--- config.mk ---
export PLATFORM = sky130hd
export DESIGN_NAME = qam_stream_demapper_flat
export DESIGN_NICKNAME = d
export VERILOG_FILES = /design/src/rtl/qam_stream_demapper_if.sv /design/src/rtl/qam_stream_demapper.sv /design/src/flat_wrapper.sv
export SDC_FILE = /design/constraint.sdc
export NUM_CORES = 1
export LEC_CHECK = 0
export ABC_AREA = 1
export BUFFER_PORTS_ARGS = -buffer_cell sky130_fd_sc_hd__buf_2
export CORE_MARGIN = 10
export CORE_UTILIZATION = 35
export DETAILED_ROUTE_END_ITERATION = 6
export PLACE_DENSITY = 0.56
export SYNTH_ARGS = -nofsm -noshare
export SYNTH_HDL_FRONTEND = slang
export SYNTH_SLANG_ARGS = --single-unit
--- constraint.sdc ---
create_clock -name clk -period 2.7 [get_ports clk]
set_input_delay 0.675 -clock clk [delete_from_list [all_inputs] [get_ports clk]]
set_output_delay 0.675 -clock clk [all_outputs]
set_load 0.05 [all_outputs]
--- src/rtl/qam_stream_demapper_if.sv ---
// Symbol-in / packed-word-out stream bundle for the QAM demapper.
// The slave side is the demapper; the master side feeds symbols and drains words.
interface qam_stream_demapper_if #(
  parameter int unsigned IN_W  = 16,
  parameter int unsigned OUT_W = 8
) ();
  localparam int unsigned NB_W = $clog2(OUT_W + 1);

  logic             in_valid;
  logic             in_ready;
  logic [IN_W-1:0]  in_i;
  logic [IN_W-1:0]  in_q;
  logic [1:0]       in_mode;
  logic             in_last;

  logic             out_valid;
  logic             out_ready;
  logic [OUT_W-1:0] out_data;
  logic [NB_W-1:0]  out_nbits;
  logic             out_last;

  modport master (
    output in_valid, in_i, in_q, in_mode, in_last, out_ready,
    input  in_ready, out_valid, out_data, out_nbits, out_last
  );

  modport slave (
    input  in_valid, in_i, in_q, in_mode, in_last, out_ready,
    output in_ready, out_valid, out_data, out_nbits, out_last
  );
endinterface

--- src/rtl/qam_stream_demapper.sv ---
// Hard-decision BPSK/QPSK/16-QAM demapper: slice, register, pack bits LSB-first
// into OUT_W-bit words, with a one-word hand-off register ahead of the output.
module qam_stream_demapper #(
  parameter int unsigned IN_W     = 16,
  parameter int unsigned OUT_W    = 8,
  parameter int unsigned LVL_BASE = 10,
  parameter int unsigned LVL_STEP = 10
) (
  input  logic                    clk,
  input  logic                    rst_n,
  qam_stream_demapper_if.slave    bus,
  input  logic                    clr_err,
  output logic                    err_mode
);
  localparam int unsigned FW = $clog2(OUT_W + 1);
  localparam int unsigned SW = FW + 1;
  localparam logic [IN_W-1:0] T1 = IN_W'(LVL_BASE + LVL_STEP / 2);
  localparam logic [IN_W-1:0] T2 = IN_W'(LVL_BASE + LVL_STEP / 2 + LVL_STEP);
  localparam logic [IN_W-1:0] T3 = IN_W'(LVL_BASE + LVL_STEP / 2 + 2 * LVL_STEP);

  function automatic logic [1:0] slice_lvl(input logic [IN_W-1:0] x);
    if (x < T1)      return 2'd0;
    else if (x < T2) return 2'd1;
    else if (x < T3) return 2'd2;
    else             return 2'd3;
  endfunction

  logic             s1_valid_q, s1_valid_d;
  logic [3:0]       s1_bits_q, s1_bits_d;
  logic [2:0]       s1_w_q, s1_w_d;
  logic             s1_last_q, s1_last_d;
  logic [OUT_W-1:0] acc_q, acc_d;
  logic [FW-1:0]    fill_q, fill_d;
  logic             em_valid_q, em_valid_d;
  logic [OUT_W-1:0] em_data_q, em_data_d;
  logic [FW-1:0]    em_nbits_q, em_nbits_d;
  logic             em_last_q, em_last_d;
  logic             ov_q, ov_d;
  logic [OUT_W-1:0] od_q, od_d;
  logic [FW-1:0]    on_q, on_d;
  logic             ol_q, ol_d;
  logic             err_q, err_d;

  logic [3:0]       sym_bits;
  logic [2:0]       sym_w;
  logic [1:0]       k_i, k_q;
  logic             slot_free, em_free, step, split, consume, accept;
  logic [SW-1:0]    sum;
  logic [FW-1:0]    new_fill;
  logic [OUT_W-1:0] new_acc;

  // Slicer and bit mapper on the incoming symbol
  always_comb begin
    sym_bits = 4'd0;
    sym_w    = 3'd0;
    k_i      = slice_lvl(bus.in_i);
    k_q      = slice_lvl(bus.in_q);
    case (bus.in_mode)
      2'd0: begin
        sym_bits = {3'b000, bus.in_i >= T2};
        sym_w    = 3'd1;
      end
      2'd1: begin
        sym_bits = {2'b00, bus.in_q < T2, bus.in_i >= T2};
        sym_w    = 3'd2;
      end
      2'd2: begin
        sym_bits = {~k_q, k_i ^ 2'b01};
        sym_w    = 3'd4;
      end
      default: begin
        sym_bits = 4'd0;
        sym_w    = 3'd0;
      end
    endcase
  end

  // Packer, hand-off register and output register next state
  always_comb begin
    s1_valid_d = s1_valid_q;
    s1_bits_d  = s1_bits_q;
    s1_w_d     = s1_w_q;
    s1_last_d  = s1_last_q;
    acc_d      = acc_q;
    fill_d     = fill_q;
    em_data_d  = em_data_q;
    em_nbits_d = em_nbits_q;
    em_last_d  = em_last_q;
    ov_d       = ov_q;
    od_d       = od_q;
    on_d       = on_q;
    ol_d       = ol_q;

    slot_free  = !ov_q || bus.out_ready;
    em_free    = !em_valid_q || slot_free;
    em_valid_d = em_free ? 1'b0 : em_valid_q;
    sum        = SW'(fill_q) + SW'(s1_w_q);
    step       = s1_valid_q && em_free;
    split      = step && (sum > SW'(OUT_W));
    consume    = step && !split;
    new_fill   = sum[FW-1:0];
    new_acc    = acc_q | (OUT_W'(s1_bits_q) << fill_q);
    bus.in_ready = !s1_valid_q || consume;
    accept     = bus.in_valid && bus.in_ready;
    err_d      = (err_q && !clr_err) || (accept && bus.in_mode == 2'd3);

    if (slot_free) begin
      ov_d = em_valid_q;
      if (em_valid_q) begin
        od_d = em_data_q;
        on_d = em_nbits_q;
        ol_d = em_last_q;
      end
    end

    if (split) begin
      em_valid_d = 1'b1;
      em_data_d  = acc_q;
      em_nbits_d = fill_q;
      em_last_d  = 1'b0;
      acc_d      = '0;
      fill_d     = '0;
    end else if (consume) begin
      if (new_fill == FW'(OUT_W) || (s1_last_q && new_fill != '0)) begin
        em_valid_d = 1'b1;
        em_data_d  = new_acc;
        em_nbits_d = new_fill;
        em_last_d  = s1_last_q;
        acc_d      = '0;
        fill_d     = '0;
      end else begin
        acc_d  = new_acc;
        fill_d = new_fill;
      end
    end

    if (accept) begin
      s1_valid_d = 1'b1;
      s1_bits_d  = sym_bits;
      s1_w_d     = sym_w;
      s1_last_d  = bus.in_last;
    end else if (consume) begin
      s1_valid_d = 1'b0;
    end
  end

  always_ff @(posedge clk or negedge rst_n) begin
    if (!rst_n) begin
      s1_valid_q <= 1'b0;
      s1_bits_q  <= '0;
      s1_w_q     <= '0;
      s1_last_q  <= 1'b0;
      acc_q      <= '0;
      fill_q     <= '0;
      em_valid_q <= 1'b0;
      em_data_q  <= '0;
      em_nbits_q <= '0;
      em_last_q  <= 1'b0;
      ov_q       <= 1'b0;
      od_q       <= '0;
      on_q       <= '0;
      ol_q       <= 1'b0;
      err_q      <= 1'b0;
    end else begin
      s1_valid_q <= s1_valid_d;
      s1_bits_q  <= s1_bits_d;
      s1_w_q     <= s1_w_d;
      s1_last_q  <= s1_last_d;
      acc_q      <= acc_d;
      fill_q     <= fill_d;
      em_valid_q <= em_valid_d;
      em_data_q  <= em_data_d;
      em_nbits_q <= em_nbits_d;
      em_last_q  <= em_last_d;
      ov_q       <= ov_d;
      od_q       <= od_d;
      on_q       <= on_d;
      ol_q       <= ol_d;
      err_q      <= err_d;
    end
  end

  assign bus.out_valid = ov_q;
  assign bus.out_data  = od_q;
  assign bus.out_nbits = on_q;
  assign bus.out_last  = ol_q;
  assign err_mode      = err_q;
endmodule

--- src/flat_wrapper.sv ---
// flat-port wrapper written by rule: the top's interface ports become plain ports
module qam_stream_demapper_flat 
#(
  parameter int unsigned IN_W     = 16,
  parameter int unsigned OUT_W    = 8,
  parameter int unsigned LVL_BASE = 10,
  parameter int unsigned LVL_STEP = 10
)
  (clk, rst_n, clr_err, err_mode, bus_in_valid, bus_in_i, bus_in_q, bus_in_mode, bus_in_last, bus_out_ready, bus_in_ready, bus_out_valid, bus_out_data, bus_out_nbits, bus_out_last);
  qam_stream_demapper_if #(.IN_W(IN_W), .OUT_W(OUT_W)) bus_i ();
  input  logic clk;
  input  logic rst_n;
  input  logic clr_err;
  output logic err_mode;
  input wire logic [$bits(bus_i.in_valid)-1:0] bus_in_valid;
  input wire logic [$bits(bus_i.in_i)-1:0] bus_in_i;
  input wire logic [$bits(bus_i.in_q)-1:0] bus_in_q;
  input wire logic [$bits(bus_i.in_mode)-1:0] bus_in_mode;
  input wire logic [$bits(bus_i.in_last)-1:0] bus_in_last;
  input wire logic [$bits(bus_i.out_ready)-1:0] bus_out_ready;
  output wire logic [$bits(bus_i.in_ready)-1:0] bus_in_ready;
  output wire logic [$bits(bus_i.out_valid)-1:0] bus_out_valid;
  output wire logic [$bits(bus_i.out_data)-1:0] bus_out_data;
  output wire logic [$bits(bus_i.out_nbits)-1:0] bus_out_nbits;
  output wire logic [$bits(bus_i.out_last)-1:0] bus_out_last;
  assign bus_i.in_valid = bus_in_valid;
  assign bus_i.in_i = bus_in_i;
  assign bus_i.in_q = bus_in_q;
  assign bus_i.in_mode = bus_in_mode;
  assign bus_i.in_last = bus_in_last;
  assign bus_i.out_ready = bus_out_ready;
  assign bus_in_ready = bus_i.in_ready;
  assign bus_out_valid = bus_i.out_valid;
  assign bus_out_data = bus_i.out_data;
  assign bus_out_nbits = bus_i.out_nbits;
  assign bus_out_last = bus_i.out_last;
  qam_stream_demapper #(.IN_W(IN_W), .OUT_W(OUT_W), .LVL_BASE(LVL_BASE), .LVL_STEP(LVL_STEP)) u_core (.clk(clk), .rst_n(rst_n), .bus(bus_i), .clr_err(clr_err), .err_mode(err_mode));
endmodule
==> results.yml, run 1 <==
routing:
  vias: 2472
  wirelength_mm: 6.274
  ant_nets: 0
  wl_per_cell_um: 11.75
  dr.pass1.iters: 4
  drt_first_iter_violations: 102
  drc: 0
  drt-vias-per-instance: 4.629
clock_tree:
  cts_tree: "built"
  cts_root_buffer: "clkbuf_8"
  clk_latency_ps: 310
  numCtsBuffers: 5
  cts_hold_buf: 0
  clock_sinks: 50
  h-tree-depth: 2
  clkTransAtPathRegs_ps: 90
  clk_path_buf_depth: 2
timing:
  post-route-period-util: 1.013
  fmax_ghz: 0.3657
  rsz0062_at_grt: "true"
  setup_ws_ps: -34.16
  worst_pin_slew_ps: 783.9
  finClkSkew_ps: 8.018
  slew_viol_final: 0
  setup_viol: 1
  period_minus_slack_ps: 2734
  tns_ps: -34.16
  hold_viol: 0
  relSlewSlack: 0.4774
placed_design:
  port_buffers: 55
  place_area_um2: 3181
  placedCellCount: 521
  dp_hpwl_mm: 4.973
  pre_cts_ws_ps: 130.1
  gp_congestion: 0.8790
setup_path:
  max_stage_delay_ps: 510
  critPathSlowestCell: "fa_1"
  rr_startpoint: "u_core.s1_w_q[0]$_DFFE_PN0P_"
  path_class: "flip-flop to output pin"
  endpoint_kind: "output pin"
  cp_top_family: "adder cells"
  cp.depth: 10
  timing.rr.end: "u_core.em_nbits_q[3]$_DFFE_PN0P_"
  crit_top_cell: "nand3_2"
  critical_path_buf_inv_count: 3
  crit_chain: "ha_2 > inv_2 > fa_1 > inv_2 > nor2_2 > nand3_2 > nand3_2 > nand3_2 > nand2_2 > buf_8"
  required_ps: 2030
  setup.worst_path.start_class: "flip-flop"
  reg2reg_depth: 14
  ff2ff_setup_slack_ps: 250
  cp_max_fo: 2
  cp_data_arrival_time_ps: 2060
finish:
  layout_common_cells: "nand2_1, buf_2, dfrtp_1"
  fin_nets: 475
  n_antenna_cell: 0
  drive_above_1_share: 0.2500
  fillers: 814
  layout_commonest_cell: "nand2_1"
  seq_area_um2: 1251
  multi_input_area_um2: 1289
  area_growth_pct: 22.25
  design_area_um2: 3348
  stdcell_count: 534
grt:
  grt_max_degree: 37
  antenna_found_initial: 0
  grt_pass1_vias: 2521
  track_usage: 0.1112
  grt-ovfl-total: 0
  grt_first_pass_wirelength_mm: 10.95
die:
  rows: 32
  top_level_ports: 56
  die_area_um2: 11760
  die_w_um: 108.5
  die_y_um: 108.5
  initial_utilization: 0.3563
  core_um2: 7687
synth:
  synth-edff-count: 0
  synth_area_um2: 2739
  netlist.area_leader.share: 0.4568
  yosys_warnings: 0
  yosysUniqueCellTypes: 25
  synth-main-ff-cell: "dfrtp_1"
  ys_seq_elements: 50
  yosysTopAreaCell: "dfrtp_1"
  synthCells: 359
  syn_area_per_cell_um2: 7.629
  synthTopCellsByArea: "dfrtp_1, nand2_1, nand3_1"
  ys_seq_area_frac: 0.4568
  syn_nets: 403
  async_flop_share: 1.000
pwr:
  p_clk_frac: 0.153
  p_leak_uw: 0.001835
  total_power_uw: 3432
  vdd_drop_max_mv: 0.2655
  seqPwrFrac: 0.331
  power_density_nw_per_um2: 1025
  p_sw_frac: 0.4456
  p_comb_frac: 0.516
  p_switching_uw: 1529
  power.internal_uw: 1903
job:
  max-cap-violations: 0
status:
  status: "complete, but fails checks"
  violations: "negative setup slack"
worst_hold_path:
  min_path_type: "input pin to asynchronous set/reset pin"
-- per-layer routing --
| metal | up-vias | track usage | wire length, µm |
|---|---|---|---|
| met5 | - | 0 | 0 |
| met2 | 86 | 0.1866 | 2681 |
| li1 | 1279 | - | - |
| met4 | 0 | 0.04049 | 64 |
| met3 | 4 | 0.03450 | 524 |
| met1 | 1103 | 0.1308 | 3003 |
-- cells in the mapped netlist (3+ instances only) --
cell and count:
ha_1 3, nand3_1 50, nand2_4 4, nand2_1 112
dfrtp_1 50, a21oi_1 10, mux2_2 12, nor3_1 3
o21ai_0 12, inv_1 40, nor2_1 44
-- worst register-to-register path, delay by kind of cell, from the launching register on --
family,cells,cell delay [ps]
buf+inv,5,470
flops,1,370
fa+ha+maj,2,700
simple gates,7,870
-- state kept, by name, summed over array words and instances (netlist names) --
name,cells
u_core.s1_w_q,3
u_core.s1_last_q,1
u_core.acc_q,8
u_core.em_nbits_q,4
u_core.s1_bits_q,4
u_core.bus.out_data,8
u_core.bus.out_valid,1
u_core.bus.out_last,1
u_core.em_data_q,8
u_core.em_last_q,1
u_core.err_mode,1
u_core.bus.out_nbits,4
u_core.fill_q,4
u_core.s1_valid_q,1
u_core.em_valid_q,1
-- stage by stage --
stage                     hold slack (ps)    util
final                               437.7  0.4355
after global routing                511.6  0.4355
after CTS                           468.6  0.4333
after detailed placement            470.2  0.4137
after global placement              462.2  0.4137
after floorplan                     379.4       -
-- kinds of logic after synthesis --
kind of cell    share of synthesized area
compound gates                    0.04889
fa+ha+maj                         0.02102
buf+inv                           0.07628
flops                              0.4568
mux                               0.04934
simple gates                       0.3476
-- area by class of cell --
class / count / share of cell area
Inverter: 42 / 0.04709
Multi-Input combinational cell: 260 / 0.3849
Timing Repair Buffer: 72 / 0.1233
Tap cell: 102 / 0.03812
Sequential cell: 50 / 0.3737
Clock buffer: 6 / 0.02167
Clock inverter: 2 / 0.01121
-- power groups by stage --
stage / Sequential (µW) / Clock [µW] / Combinational [µW]
2_1_floorplan: 1400 / 0 / 1030
3_3_place_gp: 1140 / 0 / 1690
3_5_place_dp: 1150 / 0 / 1710
4_1_cts: 1140 / 546 / 1750
5_1_grt: 1170 / 578 / 1990
6_report: 1140 / 526 / 1770
-- timing repair --
item / CTS / global route
gates resized for setup: 6 / 2
endpoints found under the setup margin: 1 / 1
buffers inserted: 3 / 2
pin swaps: 3 / 3
-- worst max-delay path by stage --
stage | start | endpoint | slack (ps)
after floorplan | u_core.fill_q[1]$_DFFE_PN0P_ | bus_in_ready | 40
after CTS | u_core.s1_w_q[0]$_DFFE_PN0P_ | bus_in_ready | -70
final | u_core.s1_w_q[0]$_DFFE_PN0P_ | bus_in_ready | -30
after global placement | u_core.fill_q[0]$_DFFE_PN0P_ | bus_in_ready | 190
after detailed placement | u_core.s1_w_q[0]$_DFFE_PN0P_ | bus_in_ready | 130
after global routing | u_core.fill_q[0]$_DFFE_PN0P_ | bus_in_ready | -170
(Power assumes the default switching activity.)
==> inputs of run 2 (changes only) <==
--- a/config.mk
+++ b/config.mk
@@ -6,9 +6,10 @@
 export NUM_CORES = 1
 export LEC_CHECK = 0
 export ABC_AREA = 1
-export BUFFER_PORTS_ARGS = -buffer_cell sky130_fd_sc_hd__buf_2
+export BUFFER_PORTS_ARGS = -buffer_cell sky130_fd_sc_hd__buf_4
 export CORE_MARGIN = 10
 export CORE_UTILIZATION = 35
+export CTS_CLUSTER_DIAMETER = 120
 export DETAILED_ROUTE_END_ITERATION = 6
 export PLACE_DENSITY = 0.56
 export SYNTH_ARGS = -nofsm -noshare
==> run 2 against run 1 <==
Compared with the run above: the run still ends with negative setup slack left; die area unchanged; routed wire length increased by 0.54%; sequential share of layout area decreased by 1.0 points.
==> results.yml, run 2 (same netlist as run 1, synthesis figures left out) <==
status:
  violations: "negative setup slack"
  status: "complete, but fails checks"
setup_path:
  crit_chain: "ha_2 > inv_2 > fa_1 > inv_2 > nor2_2 > nand3_2 > nand3_2 > nand3_2 > nand2_2 > buf_8"
  path_class: "flip-flop to output pin"
  setup.worst_path.start_class: "flip-flop"
  cp_max_fo: 2
  max_stage_delay_ps: 520
  endpoint_kind: "output pin"
  critPathSlowestCell: "fa_1"
  crit_top_cell: "nand3_2"
  required_ps: 2030
  cp_data_arrival_time_ps: 2050
routing:
  dr.pass1.iters: 4
  wl_per_cell_um: 11.95
  drc: 0
  drt_first_iter_violations: 82
  ant_nets: 0
  drt-vias-per-instance: 4.570
  vias: 2413
  wirelength_mm: 6.308
die:
  die_area_um2: 11760
  rows: 32
  initial_utilization: 0.3563
  top_level_ports: 56
  core_um2: 7687
  die_w_um: 108.5
  die_y_um: 108.5
grt:
  grt_max_degree: 51
  track_usage: 0.1107
  grt_pass1_vias: 2451
  grt-ovfl-total: 0
  antenna_found_initial: 0
  grt_first_pass_wirelength_mm: 11.02
placed_design:
  gp_congestion: 0.8181
  placedCellCount: 517
  place_area_um2: 3288
  port_buffers: 55
  dp_hpwl_mm: 4.946
finish:
  area_growth_pct: 25.63
  stdcell_count: 528
  fin_nets: 469
  n_antenna_cell: 0
  layout_commonest_cell: "nand2_1"
  seq_area_um2: 1251
  drive_above_1_share: 0.2418
  design_area_um2: 3441
  multi_input_area_um2: 1289
  fillers: 793
  layout_common_cells: "nand2_1, buf_4, dfrtp_1"
pwr:
  vdd_drop_max_mv: 0.3241
  p_sw_frac: 0.4419
  p_comb_frac: 0.517
  p_clk_frac: 0.154
  power_density_nw_per_um2: 1003
  power.internal_uw: 1927
  seqPwrFrac: 0.329
  p_switching_uw: 1526
  p_leak_uw: 0.001852
timing:
  rsz0062_at_grt: "true"
  finClkSkew_ps: 4.165
  setup_viol: 1
  setup_ws_ps: -25.57
  hold_viol: 0
  fmax_ghz: 0.3669
  relSlewSlack: 0.5800
  worst_pin_slew_ps: 630.0
  post-route-period-util: 1.009
  period_minus_slack_ps: 2726
  slew_viol_final: 0
clock_tree:
  cts_hold_buf: 0
  clock_sinks: 50
  h-tree-depth: 2
  clkTransAtPathRegs_ps: 90
  clk_path_buf_depth: 2
  cts_tree: "built"
  clk_latency_ps: 300
  cts_root_buffer: "clkbuf_8"
  numCtsBuffers: 5
job:
  max-cap-violations: 0
worst_hold_path:
  min_path_type: "input pin to asynchronous set/reset pin"
run 2: cell types whose count changed in the layout (fill, tap and decap cells not counted), sizes merged:
cell      change
clkbuf        -1
clkinv        +1
clkinvlp      -1
buf           -6
inv           +1
run 2: stage by stage:
stage               TNS (ps)  hold WS, ps  total power, µW    util  setup slack [ps]
global placement           0        465.1             2882  0.4277             202.1
floorplan                  0        379.4             2433       -             40.72
CTS                   -25.36        413.5             3496  0.4476            -25.36
global route          -148.5        432.7             3757  0.4476            -148.5
finish                -25.57        387.7             3452  0.4476            -25.57
detailed placement         0        466.5             2901  0.4277             170.3
run 2: routing by layer:
| layer | track usage | routed length, µm | part of all wire |
|---|---|---|---|
| met5 | 0 | 0 | 0 |
| met4 | 0.02919 | 48 | 0.0076 |
| met3 | 0.03986 | 523 | 0.083 |
| met2 | 0.1819 | 2786 | 0.44 |
| met1 | 0.1344 | 2949 | 0.47 |
run 2: repair_timing:
| item | 4_1_cts | 5_1_grt |
|---|---|---|
| setup endpoints to repair | 1 | 1 |
| gates resized for setup | 7 | 0 |
| endpoints found under the hold margin | 0 | 0 |
| setup buffers | 3 | 0 |
| pin swaps | 3 | 1 |
run 2: cell type report:
| type | instances | area share |
|---|---|---|
| Clock buffer | 5 | 0.02000 |
| Clock inverter | 3 | 0.01273 |
| Multi-Input combinational cell | 260 | 0.3745 |
| Inverter | 42 | 0.04582 |
| Sequential cell | 50 | 0.3636 |
| Timing Repair Buffer | 66 | 0.1462 |
| Tap cell | 102 | 0.03709 |
run 2: power by group through the flow:
stage	logic (µW)	clock network, µW	registers, µW
finish	1780	532	1140
global placement	1730	0	1150
global route	2000	581	1170
detailed placement	1750	0	1150
floorplan	1030	0	1400
CTS	1800	552	1140
run 2: path summary, 6_finish.rpt:
kind                            slack, ps  cells past startpoint                                  to                    startpoint
worst min register to register        490                      2        u_core.s1_w_q[0]$_DFFE_PN0P_  u_core.s1_w_q[0]$_DFFE_PN0P_
worst max-delay path                  -30                     10                        bus_in_ready  u_core.s1_w_q[0]$_DFFE_PN0P_
worst min-delay path                  390                      1    u_core.em_nbits_q[0]$_DFFE_PN0P_                         rst_n
max in group asynchronous            1890                      1  u_core.bus.out_data[7]$_DFFE_PN0P_                         rst_n
worst max register to register        410                     13    u_core.em_nbits_q[0]$_DFFE_PN0P_  u_core.s1_w_q[0]$_DFFE_PN0P_
min in group clk                      490                      2        u_core.s1_w_q[0]$_DFFE_PN0P_  u_core.s1_w_q[0]$_DFFE_PN0P_
run 2: critical path: cells and delay by family (launching register included):
kind | cells | cell delay [ps]
adder cells (fa/ha/maj) | 2 | 710
AND/OR/NAND/NOR | 5 | 450
flip-flops | 1 | 360
buffers and inverters | 3 | 240
==> inputs of run 3 (changes only) <==
==> constraint.sdc (replaced) <==
create_clock -name clk -period 2.53 [get_ports clk]
set_input_delay 0.6325 -clock clk [delete_from_list [all_inputs] [get_ports clk]]
set_output_delay 0.6325 -clock clk [all_outputs]
set_load 0.05 [all_outputs]
==> run 3 against run 2 <==
Compared with the run above: the flow still finishes with violations (negative setup slack); clock-buffer cell count unchanged; via count grew 0.12%; register-to-register slack worse by 240 ps; cell area grew 1.7%; sequential share of layout area down 0.61 points; global-route usage grew 0.21 points.
==> results.yml, run 3 (same netlist as run 1, synthesis figures left out) <==
pwr:
  p_clk_frac: 0.154
  p_switching_uw: 1650
  p_leak_uw: 0.001888
  seqPwrFrac: 0.325
  power_density_nw_per_um2: 1072
  power.internal_uw: 2101
  p_comb_frac: 0.522
  vdd_drop_max_mv: 0.3138
  p_sw_frac: 0.4398
setup_path:
  reg2reg_depth: 13
  endpoint_kind: "output pin"
  required_ps: 1900
  path_class: "flip-flop to output pin"
  rr_startpoint: "u_core.s1_w_q[0]$_DFFE_PN0P_"
  timing.rr.end: "u_core.em_nbits_q[0]$_DFFE_PN0P_"
  cp_data_arrival_time_ps: 2070
  setup.worst_path.start_class: "flip-flop"
  endpoint: "bus_in_ready"
  critPathLaunch: "u_core.s1_w_q[0]$_DFFE_PN0P_"
  ff2ff_setup_slack_ps: 170
  cp_max_fo: 2
routing:
  dr.pass1.iters: 4
  drc: 0
  wirelength_mm: 6.400
  vias: 2416
  drt-vias-per-instance: 4.524
  drt_first_iter_violations: 74
  ant_nets: 0
  wl_per_cell_um: 11.99
timing:
  worst_pin_slew_ps: 626.9
  fmax_ghz: 0.3694
  finClkSkew_ps: 4.733
  hold_viol: 0
  period_minus_slack_ps: 2707
  setup_viol: 1
  setup_ws_ps: -177.1
  slew_viol_final: 0
  post-route-period-util: 1.070
  relSlewSlack: 0.5821
  rsz0062_at_grt: "true"
grt:
  track_usage: 0.1128
  grt_pass1_vias: 2487
  grt-ovfl-total: 0
  antenna_found_initial: 0
  grt_max_degree: 51
  grt_first_pass_wirelength_mm: 11.12
clock_tree:
  numCtsBuffers: 5
  cts_tree: "built"
  clk_path_buf_depth: 2
  clk_latency_ps: 300
  h-tree-depth: 2
  cts_root_buffer: "clkbuf_8"
  clock_sinks: 50
  clkTransAtPathRegs_ps: 100
placed_design:
  gp_congestion: 0.8339
  port_buffers: 55
  placedCellCount: 522
  dp_hpwl_mm: 4.994
  place_area_um2: 3332
finish:
  drive_above_1_share: 0.2546
  stdcell_count: 534
  utilization: 0.4552
  fin_nets: 475
  design_area_um2: 3500
  layout_common_cells: "nand2_1, buf_4, dfrtp_1"
  area_growth_pct: 27.78
  n_antenna_cell: 0
  layout_commonest_cell: "nand2_1"
status:
  status: "complete, but fails checks"
  violations: "negative setup slack"
die:
  rows: 32
  core_um2: 7687
  die_y_um: 108.5
  initial_utilization: 0.3563
  top_level_ports: 56
  die_area_um2: 11760
  die_w_um: 108.5
worst_hold_path:
  min_path_type: "input pin to asynchronous set/reset pin"
job:
  max-cap-violations: 0
==> run 3: final cells by class <==
class,count,area [µm²]
Clock buffer,5,68.82
Sequential cell,50,1251
Timing Repair Buffer,72,548.0
Multi-Input combinational cell,260,1301
Clock inverter,3,43.79
Tap cell,102,127.6
Inverter,42,158.9
Fill cell,804,4188
==> run 3: what timing repair did <==
item                                    4_1_cts  5_1_grt
endpoints found under the setup margin        1        2
pin swaps                                     1        0
hold buffers                                  0        0
cloned                                        0        0
setup buffers                                 3        1
gates resized for setup                       8        0
==> run 3: layer usage <==
metal | GRT usage | wire length (µm) | vias up
met2 | 0.1823 | 2792 | 72
li1 | - | - | 1279
met4 | 0.04143 | 112 | 0
met3 | 0.04700 | 602 | 11
met5 | 0 | 0 | -
met1 | 0.1312 | 2893 | 1054
==> run 3: how the worst min path moves through the flow <==
stage                                       startpoint                               to
after floorplan                                  rst_n      u_core.acc_q[0]$_DFFE_PN0P_
after CTS                                        rst_n      u_core.acc_q[3]$_DFFE_PN0P_
after global placement    u_core.s1_w_q[0]$_DFFE_PN0P_     u_core.s1_w_q[0]$_DFFE_PN0P_
after global routing                             rst_n  u_core.bus.out_last$_DFFE_PN0P_
final                                            rst_n     u_core.fill_q[3]$_DFFE_PN0P_
after detailed placement  u_core.s1_w_q[2]$_DFFE_PN0P_     u_core.s1_w_q[2]$_DFFE_PN0P_
==> run 3: critical path, stage by stage, from the launching register on <==
cell and delay [ps]:
dfrtp_1 380, ha_2 190, inv_2 40, fa_1 500
inv_2 50, nor2_2 90, nand3_2 90, nand3_2 120
nand3_4 90, nand2_4 80, buf_8 140
==> run 3: power by group through the flow <==
| stage | logic, µW | registers, µW | clock network (µW) |
|---|---|---|---|
| after floorplan | 1110 | 1500 | 0 |
| after global placement | 1890 | 1230 | 0 |
| after detailed placement | 1910 | 1230 | 0 |
| after CTS | 1980 | 1220 | 596 |
| after global routing | 2200 | 1250 | 624 |
| final | 1960 | 1220 | 577 |
==> run 3: through the flow <==
step | hold WS [ps] | total power [µW] | worst slack, ps | TNS, ps
after floorplan | 336.9 | 2604 | 39.88 | 0
after global placement | 461.7 | 3115 | 108.9 | 0
after detailed placement | 468.0 | 3148 | 12.32 | 0
after CTS | 366.2 | 3791 | -162.1 | -162.1
after global routing | 387.6 | 4070 | -323.0 | -323.0
final | 334.6 | 3751 | -177.1 | -177.1
